**config.mk**
```make
export PLATFORM = sky130hd
export DESIGN_NAME = phys_reg_free_list
export DESIGN_NICKNAME = d
export VERILOG_FILES = /design/src/rtl/phys_reg_free_list_pkg.sv /design/src/rtl/phys_reg_free_list_fifo.sv /design/src/rtl/phys_reg_free_list.sv
export SDC_FILE = /design/constraint.sdc
export NUM_CORES = 1
export LEC_CHECK = 0
export BUFFER_PORTS_ARGS = -buffer_cell sky130_fd_sc_hd__buf_4
export CORE_AREA = 2 2 228 162
export DETAILED_ROUTE_END_ITERATION = 10
export DIE_AREA = 0 0 230 164
export GPL_TIMING_DRIVEN = 0
export PLACE_DENSITY = 0.65
export SLEW_MARGIN = 20
export SYNTH_ARGS = -nofsm -noshare
export SYNTH_HDL_FRONTEND = slang
export SYNTH_SLANG_ARGS = --single-unit
```
**constraint.sdc**
```tcl
create_clock -name clk -period 8.1 [get_ports clk]
set_input_delay 1.62 -clock clk [delete_from_list [all_inputs] [get_ports clk]]
set_output_delay 1.62 -clock clk [all_outputs]
set_load 0.05 [all_outputs]
```
**src/rtl/phys_reg_free_list_pkg.sv**
```systemverilog
// Shared types and the reset-image helper for the physical register free list.
package phys_reg_free_list_pkg;

  localparam int P_PHYS_ADDR_BITS = 6;
  localparam int P_NUM_ARCH_REGS  = 32;

  typedef logic [P_PHYS_ADDR_BITS-1:0] preg_t;

  // Entry i of the reset image holds the first unmapped preg plus i.
  function automatic int reset_image_entry(input int num_arch_regs, input int idx);
    return num_arch_regs + idx;
  endfunction

endpackage

```
**src/rtl/phys_reg_free_list_fifo.sv**
```systemverilog
// Circular buffer of preg specifiers with a preloaded reset image, push/pop and occupancy count.
module free_list_fifo
  import phys_reg_free_list_pkg::*;
#(
  parameter int p_addr_bits    = 6,
  parameter int p_init_entries = 32,
  parameter int p_init_base    = 32
) (
  input  logic                 clk,
  input  logic                 rst,
  input  logic                 push,
  input  logic [p_addr_bits-1:0] push_data,
  input  logic                 pop,
  output logic [p_addr_bits-1:0] head_data,
  output logic [p_addr_bits:0] count,
  output logic                 full,
  output logic                 empty
);

  localparam int DEPTH = 1 << p_addr_bits;
  localparam logic [p_addr_bits:0] FULL_COUNT = {1'b1, {p_addr_bits{1'b0}}};

  logic [p_addr_bits-1:0] entries [DEPTH];
  logic [p_addr_bits-1:0] head;
  logic [p_addr_bits-1:0] tail;

  // Pointers are exactly p_addr_bits wide, so increments wrap modulo DEPTH for free.
  always_ff @(posedge clk) begin
    if (rst) begin
      head  <= '0;
      tail  <= p_addr_bits'(p_init_entries);
      count <= (p_addr_bits+1)'(p_init_entries);
      for (int i = 0; i < DEPTH; i++) begin
        if (i < p_init_entries) begin
          entries[i] <= p_addr_bits'(reset_image_entry(p_init_base, i));
        end
      end
    end else begin
      if (push) begin
        entries[tail] <= push_data;
        tail          <= tail + 1'b1;
      end
      if (pop) begin
        head <= head + 1'b1;
      end
      if (push && !pop) begin
        count <= count + 1'b1;
      end else if (pop && !push) begin
        count <= count - 1'b1;
      end
    end
  end

  assign head_data = entries[head];
  assign full      = (count == FULL_COUNT);
  assign empty     = (count == '0);

endmodule

```
**src/rtl/phys_reg_free_list.sv**
```systemverilog
// Physical register free list: hands out one free preg per cycle and reclaims committed ppregs.
module phys_reg_free_list
  import phys_reg_free_list_pkg::*;
#(
  parameter int p_phys_addr_bits = P_PHYS_ADDR_BITS,
  parameter int p_num_arch_regs  = P_NUM_ARCH_REGS
) (
  input  logic                        clk,
  input  logic                        rst,
  input  logic                        alloc_en,
  output logic                        alloc_rdy,
  output logic [p_phys_addr_bits-1:0] alloc_preg,
  input  logic                        commit_val,
  input  logic                        commit_wen,
  input  logic [p_phys_addr_bits-1:0] commit_ppreg,
  output logic [p_phys_addr_bits:0]   free_count,
  output logic                        overflow_err
);

  localparam int DEPTH        = 1 << p_phys_addr_bits;
  localparam int INIT_ENTRIES = DEPTH - p_num_arch_regs;

  logic                        free_fire;
  logic                        free_accept;
  logic                        alloc_fire;
  logic                        fifo_full;
  logic                        fifo_empty;
  logic [p_phys_addr_bits-1:0] head_data;
  logic [p_phys_addr_bits:0]   count;

  assign free_fire   = commit_val & commit_wen;
  assign free_accept = free_fire & ~fifo_full;
  assign alloc_fire  = alloc_en & alloc_rdy;

  free_list_fifo #(
    .p_addr_bits    (p_phys_addr_bits),
    .p_init_entries (INIT_ENTRIES),
    .p_init_base    (p_num_arch_regs)
  ) u_fifo (
    .clk       (clk),
    .rst       (rst),
    .push      (free_accept),
    .push_data (commit_ppreg),
    .pop       (alloc_fire),
    .head_data (head_data),
    .count     (count),
    .full      (fifo_full),
    .empty     (fifo_empty)
  );

  // No bypass: a preg freed this cycle only becomes visible once it is in the buffer.
  assign alloc_rdy  = ~fifo_empty;
  assign alloc_preg = alloc_rdy ? head_data : '0;
  assign free_count = count;

  always_ff @(posedge clk) begin
    if (rst) begin
      overflow_err <= 1'b0;
    end else if (free_fire && fifo_full) begin
      overflow_err <= 1'b1;
    end
  end

  a_alloc_when_empty : assert property (@(posedge clk) disable iff (rst) !(alloc_en && !alloc_rdy))
    else $error("phys_reg_free_list: alloc_en asserted with no free preg");

  a_no_x_inputs : assert property (@(posedge clk) disable iff (rst) !$isunknown({alloc_en, commit_val}))
    else $error("phys_reg_free_list: X on alloc_en/commit_val");

endmodule

```
==> metrics.md <==
| Metric | Value |
|---|---|
| Fraction of layout cells with a size suffix above 1 | between 20% and 30% |
| Largest net degree at the start of global routing | 38 |
| Register area | ~0.012 mm^2 |
| Tot GR Track Use | 28.2% |
| Effective utilization at floorplan | 49.5% |
| Multi-input combinational cell area | about 0.0051 mm^2 |
| Max_slew headroom | ~16% |
| Most Frequent Cell on Critical Path | clkbuf_1 |
| Post-synthesis instance area | about 0.018 mm^2 |
| Largest stage delay, worst path | approximately 0.99 ns |
| Avg Synthesized Cell Area | between 15 and 20 um^2 |
| Worst Min Path Start | overflow_err |
| Maximum operating frequency | 171 MHz |
| CTS tree | yes |
| Setup CP Type | reg2out |
| FF-to-FF Start | u_fifo.count[0] |
| Depth of the CTS H-tree | 2 |
| Ys Warns | 0 |
| Mapped Cells | between 1,000 and 1,500 |
| Die outline area | between 0.03 and 0.04 mm^2 |
| DRC errors left | 0 |
| Antenna violations before repair | 1 |
| Antenna diodes | 0 |
| RSZ-0062 raised after global routing | no |
| Detailed placer's ending HPWL | about 35,000 um |
| Synth Net Count | 1,139 |
| Number of nets in the layout | ~1,200 |
| Maximum net fanout on the critical path | 10 |
| Vias in the first global route | 10,400 |
| Post-Route Skew | 0.0268 ns |
| Total I/O pin count | 26 |
| Die Ht | 164 um |
| List of cells traversed by the critical path | clkbuf_1 -> clkbuf_1 -> a211oi_1 -> a2111oi_0 -> a31oi_1 -> o21ai_0 -> buf_4 |
| Worst path bufs/invs | 3 |
| Number of cells traversed by the worst hold path | 2 |
| Final RePlAce weighted congestion | 0.928 |
| Worst supply voltage drop on vdd | 0.185 mV |
| Crit start category | register |
| Sum of negative setup slack | 0 ns |
| Global-route wire length before repair | approximately 75,000 um |
| Path class of the lowest-slack min-delay path | reg2reg |
| Antenna-violating nets left | 0 |
| Outcome | finished, final reports clean |
| Clock tree root driver cell | clkbuf_16 |
| Fin crit period | around 5.8 ns |
| Routed len/inst | approximately 30 um |
| GR Overflow Total | 0 |
| Post-synth ARST share | 0% |
| Maximum buffer depth of the clock tree | 3 |
| Period Utilization, post-route | ~72% |
| Levels on crit path | 7 |
| Syn-to-layout area delta | 11.8% |
| DRT iter0 DRCs | about 1,600 |
| Top cell family by delay on the critical path | buffers and inverters |
| Crit path max-delay cell type | a2111oi_0 |
| Post-synthesis sequential area ratio | between 60% and 70% |
| Cts hold-fix bufs | 0 |
| Count of filler cells inserted in the layout | ~2,800 |
| Number of buffers inserted during clock tree synthesis | 39 |
| #FFs+latches synth | just over 400 |
| Number of instances resized during post-cts repair | 0 |
| Number of cells on the worst reg-to-reg path | 14 |
| Final setup violation count | 0 |
| # Max-Cap Violations | 0 |
| Count of final max-slew check failures | 0 |
| Total routed wirelength | between 50,000 and 60,000 um |
| Final-layout worst hold slack | approximately 0.49 ns |
| Sinks on Clock Net | between 400 and 500 |
| Data arrival at the endpoint of the critical path | approximately 4.2 ns |
| Number of library cell types mapped by synthesis | 49 |
| Required time at the worst-slack endpoint | between 6 and 7 ns |
| Port buffer count | 25 |
| Pwr dens | 264 mW/mm^2 |
| Vias per cell | 6.51 |
| Worst Setup End Kind | primary output |
| Number of iterations in the first detailed-routing pass | 6 |
| Clock insertion delay at the later pin of the skew report | around 0.57 ns |
| Slew at the pin with the worst max-slew slack | 1.23 ns |
| Placement row count | between 50 and 60 |
| Chip Width | about 230 um |
| Number of synthesized flops with an enable pin | ~380 |
| Leakage power total | around 5.9 nW |
| Buffers inserted during post-CTS setup optimization | 0 |
| Synth Flop Type | edfxtp_1 |
| Overall via count from detail_route | 11,000 |
| Final hold violation count | 0 |
| Clock Pin Slew Worst Setup and Hold Paths | approximately 0.060 ns |
| Floorplan Core Area | 0.0356 mm^2 |
==> final cells by class <==
cell class / count / share of cell area (%)
clock buffer: 46 / 5.10
inverter: 12 / 0.229
timing repair buffer: 26 / 0.980
tap: 480 / 3.06
multi-input combinational: 603 / 26.0
sequential: 410 / 61.3
clock inverter: 25 / 1.18
buffer: 93 / 2.18
==> sequential cells by signal, indices dropped and copies added (netlist names), named ones only <==
name / flops
u_fifo.entries: 384
u_fifo.head: 6
u_fifo.tail: 6
u_fifo.count: 7
overflow_err: 1
==> where the power goes <==
part           leakage, nW  switching, W  internal [W]
clock                0.597      0.000805       0.00102
sequential            3.66     0.0000387       0.00236
combinational         1.66      0.000608      0.000366
==> routing by layer <==
metal	vias to the layer above	track usage (%)	wire (um)
met1	5607	42.5	21200
met3	90	10.5	8140
met5	-	0	0
met4	0	7.18	1250
met2	839	38.8	21600
li1	4492	-	-
==> kinds of logic after synthesis <==
kind of cell | synth area share [%]
AOI/OAI and AO/OA | 2.68
adders and majority gates | 0.754
buffers and inverters | 2.67
xor gates and xnor gates | 0.647
and+or+nand+nor | 10.5
DFF | 68.5
muxes | 14.2
==> worst min-delay path, stage by stage (launching register included) <==
cell and delay, ns:
dfxtp_1 0.34, a21oi_1 0.04, nor2_1 0.07
==> path summary, 6_finish.rpt <==
| path | endpoint | slack, ns |
|---|---|---|
| min | overflow_err | 0.49 |
| min reg2reg | overflow_err | 0.49 |
| max reg2reg | u_fifo.count[6] | 4.14 |
| max | alloc_preg[0] | 2.25 |
==> synth_stat cells (all sizes together), types with 2 or more instances <==
| library cell | instances | share of area (%) |
|---|---|---|
| and3 | 2 | 0.071 |
| o22ai | 12 | 0.43 |
| mux2i | 12 | 0.68 |
| nand3b | 2 | 0.085 |
| o31ai | 2 | 0.085 |
| mux2 | 7 | 0.45 |
| a211oi | 8 | 0.34 |
| nand4 | 20 | 0.71 |
| nor4 | 2 | 0.071 |
| xor2 | 10 | 0.50 |
| nand3 | 50 | 1.4 |
| nand2b | 8 | 0.28 |
| or3b | 2 | 0.10 |
| o21ai | 26 | 0.74 |
| o221ai | 5 | 0.25 |
| nand2 | 74 | 1.6 |
| or2 | 10 | 0.36 |
| or3 | 27 | 0.96 |
| nor3b | 4 | 0.17 |
| nor3 | 50 | 1.4 |
| nor2 | 107 | 2.3 |
| nor2b | 14 | 0.50 |
| mux4 | 102 | 13 |
| xnor2 | 3 | 0.15 |
| clkbuf | 52 | 1.1 |
| or4 | 2 | 0.13 |
| and2 | 7 | 0.26 |
| inv | 11 | 0.23 |
| dfxtp | 26 | 3.0 |
| a21oi | 15 | 0.43 |
| edfxtp | 384 | 66 |
| o211ai | 2 | 0.085 |
| buf | 41 | 1.3 |
| ha | 9 | 0.64 |
==> metrics by stage <==
stage / total power, W / setup WS (ns) / util [%] / area [um^2] / instances
2_1_floorplan: 0.00307 / 3.77 / - / 17600 / 1118
3_3_place_gp: 0.00339 / 3.20 / 51.7 / 18400 / 1623
3_5_place_dp: 0.00340 / 3.16 / 51.8 / 18400 / 1624
4_1_cts: 0.00520 / 2.55 / 55.3 / 19700 / 1695
5_1_grt: 0.00534 / 2.33 / 55.3 / 19700 / 1695
6_report: 0.00520 / 2.25 / 55.3 / 19700 / 1695
==> layout by cell type, fill, tap and decap left out, drive strengths merged, types with 14 or more instances in the layout <==
master / Yosys / layout
or3: 27 / 27
edfxtp: 384 / 384
inv: 11 / 14
nor2: 107 / 107
nor3: 50 / 50
nand4: 20 / 20
o21ai: 26 / 26
clkbuf: 52 / 99
clkinv: 1 / 16
nor2b: 14 / 14
nand3: 50 / 50
nand2: 74 / 74
mux4: 102 / 102
a21oi: 15 / 15
dfxtp: 26 / 26
buf: 41 / 66
Power figures use the tool's default switching activity.
